File: config.mk
export PLATFORM = sky130hd
export DESIGN_NAME = fifo_reader
export DESIGN_NICKNAME = d
export VERILOG_FILES = /design/src/rtl/fifo_reader_pkg.sv /design/src/rtl/fifo_reader_buf.sv /design/src/rtl/fifo_reader.sv
export SDC_FILE = /design/constraint.sdc
export NUM_CORES = 1
export LEC_CHECK = 0
export BUFFER_PORTS_ARGS = -buffer_cell sky130_fd_sc_hd__buf_2
export CAP_MARGIN = 40
export CORE_MARGIN = 4
export CORE_UTILIZATION = 45
export CTS_BUF_LIST = sky130_fd_sc_hd__clkbuf_2 sky130_fd_sc_hd__clkbuf_4 sky130_fd_sc_hd__clkbuf_8
export CTS_CLUSTER_DIAMETER = 80
export CTS_CLUSTER_SIZE = 8
export DETAILED_ROUTE_END_ITERATION = 6
export SLEW_MARGIN = 10
export SYNTH_ARGS = -nofsm -noshare
export SYNTH_HDL_FRONTEND = slang
export SYNTH_SLANG_ARGS = --single-unit
File: constraint.sdc
create_clock -name clk -period 5.15 [get_ports clk]
set_clock_uncertainty 0.05 [all_clocks]
set_input_delay 0.515 -clock clk [delete_from_list [all_inputs] [get_ports clk]]
set_output_delay 0.515 -clock clk [all_outputs]
set_load 0.01 [all_outputs]
File: src/rtl/fifo_reader_pkg.sv
// Shared types and sizing for the FIFO burst reader.
package fifo_reader_pkg;

  typedef enum logic [1:0] {
    ST_IDLE  = 2'd0,
    ST_READ  = 2'd1,
    ST_DRAIN = 2'd2
  } state_t;

  localparam int BUF_DEPTH = 2;
  localparam int OCC_WIDTH = $clog2(BUF_DEPTH + 1);

endpackage

File: src/rtl/fifo_reader_buf.sv
// Two-entry in-order skid buffer; head is always slot 0 so out data comes straight from a register.
module fifo_reader_buf
  import fifo_reader_pkg::*;
#(
  parameter int DATA_WIDTH = 8
) (
  input  logic                  clk,
  input  logic                  reset,
  input  logic                  write,
  input  logic [DATA_WIDTH-1:0] wdata,
  input  logic                  pop,
  output logic [DATA_WIDTH-1:0] head,
  output logic [OCC_WIDTH-1:0]  occ
);

  localparam logic [OCC_WIDTH-1:0] OCC_ONE = OCC_WIDTH'(1);

  logic [DATA_WIDTH-1:0] tail;

  always_ff @(posedge clk) begin
    if (reset) begin
      head <= '0;
      tail <= '0;
      occ  <= '0;
    end else begin
      case ({write, pop})
        2'b10: begin
          if (occ == '0) head <= wdata;
          else           tail <= wdata;
          occ <= occ + OCC_ONE;
        end
        2'b01: begin
          head <= tail;
          occ  <= occ - OCC_ONE;
        end
        2'b11: begin
          // Occupancy is unchanged; the new word lands behind whatever survives the pop.
          if (occ == OCC_ONE) begin
            head <= wdata;
          end else begin
            head <= tail;
            tail <= wdata;
          end
        end
        default: ;
      endcase
    end
  end

endmodule

File: src/rtl/fifo_reader.sv
// Reads a burst of burst_len words from a registered-output FIFO and streams them out with valid/ready.
module fifo_reader
  import fifo_reader_pkg::*;
#(
  parameter int DATA_WIDTH = 8,
  parameter int LEN_WIDTH  = 8
) (
  input  logic                  clk,
  input  logic                  reset,
  input  logic                  start,
  input  logic [LEN_WIDTH-1:0]  burst_len,
  input  logic                  fifo_empty,
  input  logic [DATA_WIDTH-1:0] fifo_data,
  output logic                  fifo_rd_enable,
  output logic [DATA_WIDTH-1:0] out_data,
  output logic                  out_valid,
  input  logic                  out_ready,
  output logic                  busy,
  output logic                  done
);

  localparam logic [LEN_WIDTH-1:0]   LEN_ONE   = LEN_WIDTH'(1);
  localparam logic [OCC_WIDTH:0]     DEPTH_LIM = (OCC_WIDTH + 1)'(BUF_DEPTH);

  state_t                 state;
  logic [LEN_WIDTH-1:0]   len;
  logic [LEN_WIDTH-1:0]   issue_cnt;
  logic [LEN_WIDTH-1:0]   deliver_cnt;
  logic                   inflight;
  logic [OCC_WIDTH-1:0]   occ;
  logic                   pop;
  logic [OCC_WIDTH:0]     pending;

  assign pop       = out_valid && out_ready;
  assign out_valid = (occ != '0);
  assign busy      = (state != ST_IDLE);

  // Words already buffered plus the one in flight, minus the one leaving now, must leave a free slot.
  assign pending = {1'b0, occ} + {{OCC_WIDTH{1'b0}}, inflight} - {{OCC_WIDTH{1'b0}}, pop};

  assign fifo_rd_enable = !reset && (state == ST_READ) && !fifo_empty &&
                          (issue_cnt < len) && (pending < DEPTH_LIM);

  fifo_reader_buf #(
    .DATA_WIDTH(DATA_WIDTH)
  ) u_buf (
    .clk   (clk),
    .reset (reset),
    .write (inflight),
    .wdata (fifo_data),
    .pop   (pop),
    .head  (out_data),
    .occ   (occ)
  );

  always_ff @(posedge clk) begin
    if (reset) begin
      state       <= ST_IDLE;
      len         <= '0;
      issue_cnt   <= '0;
      deliver_cnt <= '0;
      inflight    <= 1'b0;
      done        <= 1'b0;
    end else begin
      inflight <= fifo_rd_enable;
      done     <= 1'b0;
      if (fifo_rd_enable) issue_cnt   <= issue_cnt + LEN_ONE;
      if (pop)            deliver_cnt <= deliver_cnt + LEN_ONE;

      case (state)
        ST_IDLE: begin
          if (start) begin
            if (burst_len != '0) begin
              state       <= ST_READ;
              len         <= burst_len;
              issue_cnt   <= '0;
              deliver_cnt <= '0;
            end else begin
              done <= 1'b1;
            end
          end
        end
        ST_READ: begin
          if (fifo_rd_enable && (issue_cnt + LEN_ONE == len)) state <= ST_DRAIN;
        end
        ST_DRAIN: begin
          if (deliver_cnt == len) begin
            state <= ST_IDLE;
            done  <= 1'b1;
          end
        end
        default: state <= ST_IDLE;
      endcase
    end
  end

endmodule

==> flow_summary.yaml <==
status:
  status: "finished clean"
drt:
  drt-total-wl_um: 5470
  routedWlPerCell_um: 14.2
  num_vias: 2012
  final_antenna_net_count: 0
  vias_per_cell: 5.21
  dr.pass1.iters: 4
  drtIter0Drc: 86
  drcViolationCount: 0
finish:
  drive_gt1_share_pct: 16.1
  syn_to_final_growth_pct: 13.6
  final_cell_mix: "nor2_1, dfxtp_1, buf_2"
  final_common_cell: "nor2_1"
  instances_no_fill: 386
  final_area_um2: 2790
  diodes: 0
  fin_nets: 351
placement:
  portBuffers: 32
  gp_congestion: 0.880
  dpl.cell_count: 378
  place_area_um2: 2680
  dp_hpwl_um: 4190
critical_path:
  max_stage_delay_ps: 490
  worstPathMaxFanout: 9
  critPathKind: "register to primary output"
  crit_path_frequent_cell: "inv_1"
  cp_num_buf_inv: 5
  crit_chain: "inv_1 -> ha_1 -> inv_1 -> nand2_1 -> clkinv_1 -> nor2_1 -> o21ai_0 -> fa_1 -> xnor2_1 -> nand4_1 -> a2111oi_4 -> nand2_1 -> inv_1 -> buf_2"
  critical-path-top-delay-family: "simple AND/OR/NAND/NOR gates"
  critPathLaunchType: "register"
  worstPathRequired_ps: 4590
  slowest_stage: "a2111oi_4"
  end_kind: "primary output"
  arrival_ps: 3300
synthesis:
  synthXorXnorAreaFrac_pct: 11.4
  netlist_area_um2: 2460
  synth_top_family_by_area: "simple AND/OR/NAND/NOR gates"
  synthMuxAreaShare_pct: 4.08
  async_flop_share_pct: 0
  avgSynthCellArea_um2: 8.65
  yosysWarnings: 0
  synth.net_count: 320
  ys.flop_type: "dfxtp_1"
  synth_compound_area_share_pct: 14.3
  synthAdderAreaFrac_pct: 7.95
  synth_cell_types: 45
  yosys.area_share.simple_pct: 20.3
  synth-edff-count: 0
  synth_cells: 284
  ys_ff_latch: 46
  ys_seq_area_share_pct: 37.5
timing:
  worstMarginPinSlew_ps: 737
  holdWs_ps: 402
  finalSetupViolations: 0
  final_max_slew_viol_count: 0
  period_needed_ps: 3860
  finalHoldViolCount: 0
  finalCritPeriodShare_pct: 75.0
  setup_tns_ps: 0
  relSlewSlack_pct: 50.8
  grt_setup_unrepaired: "no"
  max_freq_mhz: 259
clocking:
  clk-insertion-delay-late_ps: 300
  cts_buffers: 5
  cts-resized-gates: 0
  path_clk_slew_ps: 90
  cts_htree_levels: 2
  cts_sinks: 46
  cts_buffer_depth: 2
  cts_hold_buf: 0
  cts_setup_buffers: 0
  cts_tree: "done"
  cts-root-buf: "clkbuf_8"
global_routing:
  grtUsageTotal_pct: 18.3
  gr-total-overflow: 0
  grt_pass1_vias: 1862
  grt_max_degree: 32
  grt_pass1_wl_um: 9380
  antenna_found_initial: 0
die:
  rows: 26
  die-area_um2: 6700
  coreArea_um2: 5200
  die_h_um: 81.9
  ios: 33
  die_w_um: 81.9
  start_util_pct: 47.2
power:
  seq_power_share_pct: 42.8
  p_comb_share_pct: 29.8
  ir_worst_vdd_mv: 0.199
  clkPwrFrac_pct: 27.4
  p_sw_mw: 0.331
  p_int_mw: 0.667
  p_leak_nw: 1.19
  swShare_pct: 33.1
  p_per_area_nw_per_um2: 358
run:
  drv_cap: 0
hold_path:
  hold_class: "primary input to register"
-- cells in the mapped netlist (3+ instances only) --
| cell | instances | area [um^2] |
|---|---|---|
| nor2_1 | 59 | 221 |
| xor2_1 | 23 | 201 |
| mux2i_1 | 10 | 100 |
| inv_1 | 17 | 63.8 |
| dfxtp_1 | 46 | 921 |
| clkbuf_1 | 7 | 26.3 |
| nor4_1 | 4 | 25.0 |
| xnor2_1 | 9 | 78.8 |
| a21oi_1 | 13 | 65.1 |
| nand2_1 | 11 | 41.3 |
| o21ai_0 | 4 | 20.0 |
| nand3_1 | 9 | 45.0 |
| a22oi_1 | 8 | 60.1 |
| ha_1 | 14 | 175 |
| nand4_1 | 4 | 25.0 |
| a211oi_1 | 9 | 67.6 |
| or2_2 | 3 | 18.8 |
-- cell type report --
| cell class | count | area [um^2] |
|---|---|---|
| Fill cell | 515 | 2420 |
| Multi-Input combinational cell | 210 | 1430 |
| Sequential cell | 46 | 921 |
| Timing Repair Buffer | 34 | 175 |
| Tap cell | 70 | 87.6 |
| Clock buffer | 5 | 68.8 |
| Inverter | 18 | 67.6 |
| Clock inverter | 3 | 43.8 |
-- worst paths after layout --
check,start,to,slack [ps],depth (start not counted)
worst max register to register,u_buf.occ[1]$_SDFFE_PP0P_,state[0]$_SDFFE_PP0P_,1670,14
worst max-delay path,u_buf.occ[1]$_SDFFE_PP0P_,fifo_rd_enable,1290,14
worst min-delay path,burst_len[6],len[6]$_SDFFE_PP0P_,400,3
worst min register to register,u_buf.head[1]$_SDFFE_PP0P_,u_buf.head[1]$_SDFFE_PP0P_,450,2
-- power groups by stage --
stage | clock, mW | combinational [mW] | sequential, mW
3_3_place_gp | 0 | 0.291 | 0.434
3_5_place_dp | 0 | 0.299 | 0.435
5_1_grt | 0.299 | 0.338 | 0.432
6_report | 0.273 | 0.297 | 0.427
2_1_floorplan | 0 | 0.203 | 0.442
4_1_cts | 0.283 | 0.302 | 0.427
-- stage by stage --
step	power (mW)	util (%)	setup WS (ps)
finish	0.998	53.6	1290
global placement	0.725	51.1	1650
detailed placement	0.735	51.4	1610
global route	1.07	53.6	914
floorplan	0.645	-	1970
CTS	1.01	53.6	1250
-- routing by layer --
layer | global-route usage, % | vias to the layer above | wire [um]
li1 | - | 1035 | -
met1 | 27.2 | 917 | 2720
met2 | 26.4 | 53 | 2370
met3 | 4.06 | 7 | 324
met4 | 4.98 | 0 | 65
met5 | 0 | - | 0
-- worst reg2reg max path: stages, from the launching register on --
cell and delay (ps):
dfxtp_1 350, inv_1 110, ha_1 170, inv_1 60, nand2_1 140, clkinv_1 240, nor2_1 140, o21ai_0 100
fa_1 390, xnor2_1 140, nand4_1 160, a2111oi_4 490, nand2_1 270, a2111o_1 390, nor4b_4 140
-- cells by family (layout without fill, tap and decap cells) --
logic type	after synthesis	in the layout
flip-flops	46	46
AND/OR/NAND/NOR	105	105
buffers and inverters	28	60
multiplexers	10	10
XOR/XNOR	32	32
adder cells (fa/ha/maj)	15	15
AO/OA/AOI/OAI	48	48
-- flip-flops by register name, summed over array words and instances, names as in the netlist --
signal and flops:
deliver_cnt 8, done 1, inflight 1, issue_cnt 8, len 8, state 2
u_buf.head 8, u_buf.occ 2, u_buf.tail 8
Note: power is estimated with default switching activity, not from simulation.
